### src/rtl/if_prefetch_queue_if.sv
// Fetch-side bus bundle: instruction RAM request/response, ID redirect, and
// the valid/ready head-of-queue port toward decode.
interface if_prefetch_queue_if #(
  parameter int unsigned DEPTH = 4
);
  localparam int unsigned CW = $clog2(DEPTH) + 1;

  logic          imem_req;
  logic [31:0]   imem_addr;
  logic [31:0]   imem_rdata;
  logic          redirect_valid;
  logic [31:0]   redirect_pc;
  logic          out_valid;
  logic [31:0]   out_pc;
  logic [31:0]   out_instr;
  logic          out_ready;
  logic [CW-1:0] occupancy;

  modport master (
    output imem_req, imem_addr,
    input  imem_rdata,
    input  redirect_valid, redirect_pc,
    output out_valid, out_pc, out_instr, occupancy,
    input  out_ready
  );

  modport slave (
    input  imem_req, imem_addr,
    output imem_rdata,
    output redirect_valid, redirect_pc,
    input  out_valid, out_pc, out_instr, occupancy,
    output out_ready
  );
endinterface

### src/rtl/if_prefetch_queue.sv
// Instruction-fetch prefetch queue: issues word-addressed fetches, buffers
// {pc, instr} pairs in a small FIFO, and flushes/restarts on ID redirects.
module if_prefetch_queue #(
  parameter int unsigned DEPTH    = 4,
  parameter logic [31:0] RESET_PC = 32'h0040_0000,
  parameter logic [31:0] PC_STEP  = 32'd1
) (
  input logic               clock,
  input logic               reset,
  if_prefetch_queue_if.master bus
);
  localparam int unsigned PW = $clog2(DEPTH);
  localparam int unsigned CW = $clog2(DEPTH) + 1;
  localparam int unsigned AW = CW + 1;

  logic [31:0]   pc_mem    [DEPTH];
  logic [31:0]   instr_mem [DEPTH];
  logic [PW-1:0] rd_ptr;
  logic [PW-1:0] wr_ptr;
  logic [CW-1:0] count;
  logic          valid_q;
  logic [31:0]   fetch_pc;
  logic          inflight;
  logic [31:0]   inflight_pc;

  logic          pop;
  logic          push;
  logic          req;
  logic [31:0]   addr;
  logic [AW-1:0] committed;
  logic [CW-1:0] count_n;

  // Slot accounting counts the response due this cycle and frees a popped
  // head early, so a request can issue in the same cycle as a pop at full.
  always_comb begin
    pop       = valid_q & bus.out_ready;
    push      = inflight & ~bus.redirect_valid;
    committed = AW'(count) - AW'(pop) + AW'(inflight);
    req       = reset & (bus.redirect_valid | (committed < AW'(DEPTH)));
    addr      = bus.redirect_valid ? bus.redirect_pc : fetch_pc;
    count_n   = count;
    if (bus.redirect_valid) begin
      count_n = '0;
    end else begin
      count_n = count - CW'(pop) + CW'(push);
    end
  end

  always_ff @(posedge clock or negedge reset) begin
    if (!reset) begin
      for (int i = 0; i < int'(DEPTH); i++) begin
        pc_mem[i]    <= '0;
        instr_mem[i] <= '0;
      end
      rd_ptr      <= '0;
      wr_ptr      <= '0;
      count       <= '0;
      valid_q     <= 1'b0;
      fetch_pc    <= RESET_PC;
      inflight    <= 1'b0;
      inflight_pc <= '0;
    end else begin
      count    <= count_n;
      valid_q  <= (count_n != '0);
      inflight <= req;
      if (req) begin
        inflight_pc <= addr;
        fetch_pc    <= addr + PC_STEP;
      end
      // A redirect drops both the queued entries and the response arriving now.
      if (bus.redirect_valid) begin
        rd_ptr <= '0;
        wr_ptr <= '0;
      end else begin
        if (push) begin
          pc_mem[wr_ptr]    <= inflight_pc;
          instr_mem[wr_ptr] <= bus.imem_rdata;
          wr_ptr            <= wr_ptr + PW'(1);
        end
        if (pop) begin
          rd_ptr <= rd_ptr + PW'(1);
        end
      end
    end
  end

  assign bus.imem_req  = req;
  assign bus.imem_addr = addr;
  assign bus.out_valid = valid_q;
  assign bus.out_pc    = pc_mem[rd_ptr];
  assign bus.out_instr = instr_mem[rd_ptr];
  assign bus.occupancy = count;

endmodule
### src/flat_wrapper.sv
// flat-port wrapper written by rule: the top's interface ports become plain ports
module if_prefetch_queue_flat 
#(
  parameter int unsigned DEPTH    = 4,
  parameter logic [31:0] RESET_PC = 32'h0040_0000,
  parameter logic [31:0] PC_STEP  = 32'd1
)
  (clock, reset, bus_imem_req, bus_imem_addr, bus_imem_rdata, bus_redirect_valid, bus_redirect_pc, bus_out_valid, bus_out_pc, bus_out_instr, bus_occupancy, bus_out_ready);
  if_prefetch_queue_if #(.DEPTH(DEPTH)) bus_i ();
  input logic clock;
  input logic reset;
  output wire logic [$bits(bus_i.imem_req)-1:0] bus_imem_req;
  output wire logic [$bits(bus_i.imem_addr)-1:0] bus_imem_addr;
  input wire logic [$bits(bus_i.imem_rdata)-1:0] bus_imem_rdata;
  input wire logic [$bits(bus_i.redirect_valid)-1:0] bus_redirect_valid;
  input wire logic [$bits(bus_i.redirect_pc)-1:0] bus_redirect_pc;
  output wire logic [$bits(bus_i.out_valid)-1:0] bus_out_valid;
  output wire logic [$bits(bus_i.out_pc)-1:0] bus_out_pc;
  output wire logic [$bits(bus_i.out_instr)-1:0] bus_out_instr;
  output wire logic [$bits(bus_i.occupancy)-1:0] bus_occupancy;
  input wire logic [$bits(bus_i.out_ready)-1:0] bus_out_ready;
  assign bus_imem_req = bus_i.imem_req;
  assign bus_imem_addr = bus_i.imem_addr;
  assign bus_i.imem_rdata = bus_imem_rdata;
  assign bus_i.redirect_valid = bus_redirect_valid;
  assign bus_i.redirect_pc = bus_redirect_pc;
  assign bus_out_valid = bus_i.out_valid;
  assign bus_out_pc = bus_i.out_pc;
  assign bus_out_instr = bus_i.out_instr;
  assign bus_occupancy = bus_i.occupancy;
  assign bus_i.out_ready = bus_out_ready;
  if_prefetch_queue #(.DEPTH(DEPTH), .RESET_PC(RESET_PC), .PC_STEP(PC_STEP)) u_core (.clock(clock), .reset(reset), .bus(bus_i));
endmodule
### config.mk
export PLATFORM = sky130hd
export DESIGN_NAME = if_prefetch_queue_flat
export DESIGN_NICKNAME = d
export VERILOG_FILES = /design/src/rtl/if_prefetch_queue_if.sv /design/src/rtl/if_prefetch_queue.sv /design/src/flat_wrapper.sv
export SDC_FILE = /design/constraint.sdc
export NUM_CORES = 1
export LEC_CHECK = 0
export CAP_MARGIN = 20
export CELL_PAD_IN_SITES_DETAIL_PLACEMENT = 0
export CELL_PAD_IN_SITES_GLOBAL_PLACEMENT = 2
export CORE_ASPECT_RATIO = 0.9
export CORE_MARGIN = 3
export CORE_UTILIZATION = 40
export DETAILED_ROUTE_END_ITERATION = 8
export PLACE_DENSITY = 0.83
export SLEW_MARGIN = 10
export SYNTH_ARGS = -nofsm -noshare
export SYNTH_HDL_FRONTEND = slang
export SYNTH_SLANG_ARGS = --single-unit
### constraint.sdc
create_clock -name clock -period 4 [get_ports clock]
set_input_delay 0.8 -clock clock [delete_from_list [all_inputs] [get_ports clock]]
set_output_delay 0.8 -clock clock [all_outputs]
set_load 0.03 [all_outputs]
==> metrics.cfg <==
[setup_path]
r2r_cells = 10
critPathMaxFanout = 2
critical_path_class = in -> out
cp-end-kind = output pin
r2r_setup_slack_ns = 1.08
cp-start-kind = input port
crit_required_ns = 3.20
cp.arrival_ns = 3.08

[flow_run]
maxCapViolations = 0

[place]
gp_congestion = 0.774
port_buffers = 168
hpwlAfterDp_um = 24200

[layout]
area_growth_syn_to_layout_pct = 24.4
mostFrequentLayoutCell = dfrtp_1
fillers = 3242
mostFrequentLayoutCells = dfrtp_1 (326), mux2_2 (272), clkdlybuf4s50_1 (165)
antenna_cells = 0
num-nets-final = 1356
multi_input_area_mm2 = 0.00660
drive_gt1_share_pct = 34.6
post-route-util_pct = 50.6
regArea_mm2 = 0.00824

[clock_network]
cts_sinks = 329
clk_pin_slew_ns = 0.06
cts-root-buf = clkbuf_16
cts_buffer_depth = 3
cts_made_buffers = 37
htreeDepth = 2
postCtsHoldBufs = 0
clk_latency_ns = 0.52
cts_tree = yes

[pwr]
power_density_mw_per_mm2 = 798
leakage_nw = 8.44
ir_worst_vdd_v = 0.000367
seqPwrFrac_pct = 37.9
p_int_mw = 9.99
p_sw_mw = 5.12
power.total_mw = 15.1
comb_power_share_pct = 38.4
p_clk_share_pct = 23.7
swShare_pct = 33.9

[drt]
vias = 9602
drcViolationCount = 0
wl_per_cell_um = 20.2
final_antenna_net_count = 0
first_iter_violations = 650
via_per_inst = 5.37
dr.pass1.iters = 5
routed_wl_um = 36200

[timing]
finClkSkew_ns = 0.0147
setup_viol = 0
fin_crit_sh_pct = 97.0
finalHoldViolations = 0
slew_violations = 0
grt_setup_unrepaired = no
fin_tns_setup_ns = 0
worst_slew_pin_slew_ns = 0.851
max-slew-margin-rel_pct = 43.1
timing.fmax_mhz = 258
fin_crit_ns = 3.88

[die]
chipHeight_um = 191
io_pins = 169
row_count = 67
dieArea_mm2 = 0.0404
coreArea_mm2 = 0.0374
die_x_um = 212
start_util_pct = 40.7

[synth]
synth_ff_type = dfrtp_1
syn_avg_cell_area_um2 = 13.9
synth_top_area_cell = dfrtp_1
ys_ff_latch = 329
ys_seq_area_share_pct = 54.1
synth_edf_count = 0
syn_area_mm2 = 0.0152
synthArstFlopShare_pct = 100
yosysWarnings = 0
yosysUniqueCellTypes = 55
syn_inst = 1097
synth_top_area_share_pct = 53.9
synthTopCellsByArea = dfrtp_1 (54%), mux2_2 (20%), mux4_2 (9.5%)
syn-num-nets = 1175

[grt]
grt_antenna_before_repair = 2
gr-total-overflow = 0
grt_pass1_vias = 9941
grt_pass1_wl_um = 57500
grt_usage_pct = 18.0
grt_max_degree = 139

[min_path]
hold_path.class = in -> async

[outcome]
outcome = complete, no violations

-- critical path: stages --
cell and delay (ns):
clkdlybuf4s50_1 0.49, and2_1 0.20, ha_1 0.21, inv_1 0.05
ha_1 0.25, and3b_1 0.17, o221a_2 0.24, or3b_4 0.38
inv_2 0.10, buf_4 0.17
-- power by group through the flow --
stage	Sequential [mW]	Clock, mW	Combinational [mW]
finish	5.73	3.58	5.81
global route	5.93	3.84	6.24
CTS	5.73	3.69	5.90
detailed placement	5.78	0	5.88
global placement	5.70	0	5.78
floorplan	5.41	0	4.02
-- cells by family after synthesis --
family,count (synthesis),share of synthesized area [%]
flip-flops,329,54.1
AO/OA/AOI/OAI,85,3.60
multiplexers,353,30.7
XOR/XNOR,22,1.27
AND/OR/NAND/NOR,205,6.71
adder cells (fa/ha/maj),10,0.871
buffers and inverters,93,2.75
-- stage by stage --
stage	hold WS (ns)	cell area [um^2]	std cells	worst slack [ns]
CTS	0.147	18900	1787	0.0325
detailed placement	0.474	17600	1722	0.0433
floorplan	0.445	15200	1097	0.357
global placement	0.461	17600	1722	0.0243
finish	0.160	18900	1787	0.122
global route	0.152	18900	1787	0.00868
-- sequential cells by signal (all words and copies together), names as in the netlist --
name and flops:
u_core.bus.occupancy 3, u_core.bus.out_valid 1, u_core.fetch_pc 32, u_core.inflight 1, u_core.inflight_pc 32, u_core.instr_mem 128
u_core.pc_mem 128, u_core.rd_ptr 2, u_core.wr_ptr 2
-- metal layers --
| layer | GRT usage, % | wire length, um | up-vias |
|---|---|---|---|
| li1 | - | - | 4383 |
| met1 | 26.2 | 17200 | 4959 |
| met2 | 28.5 | 16800 | 208 |
| met3 | 3.17 | 1610 | 48 |
| met4 | 3.76 | 544 | 4 |
| met5 | 0 | 25 | - |
-- area by class of cell --
class / count / share of cell area, %
timing repair buffer: 207 / 11.0
multi-input combinational: 675 / 34.9
sequential: 329 / 43.5
tap: 483 / 3.19
clock inverter: 15 / 1.25
clock buffer: 50 / 5.58
inverter: 28 / 0.555
-- repair_timing --
| action | in CTS | in global routing |
|---|---|---|
| gates resized for setup | 0 | 2 |
| setup buffers | 0 | 0 |
| setup endpoints to repair | 0 | 1 |
-- cells in the mapped netlist (6+ instances only) --
cell type / n
dfrtp_1: 328
mux2_2: 272
nand2_1: 103
mux4_2: 64
o21ai_0: 36
buf_2: 35
inv_1: 28
nand3_1: 25
nor2_1: 20
clkbuf_1: 18
mux2i_1: 17
xnor2_1: 17
nand3b_1: 11
a21oi_1: 10
nand4_1: 10
ha_1: 9
a22oi_1: 7
buf_1: 7
o31ai_1: 6
-- final timing paths --
| path | start | end |
|---|---|---|
| worst max-delay path | bus_out_ready | bus_imem_req |
| worst min-delay path | reset | u_core.instr_mem[4] |
| worst max register to register | u_core.bus.out_valid | u_core.fetch_pc[4] |
| worst min register to register | u_core.fetch_pc[31] | u_core.fetch_pc[31] |
| max in group asynchronous | reset | u_core.inflight_pc[27] |
| min in group clock | u_core.fetch_pc[31] | u_core.fetch_pc[31] |
Note: power is estimated with default switching activity, not from simulation.
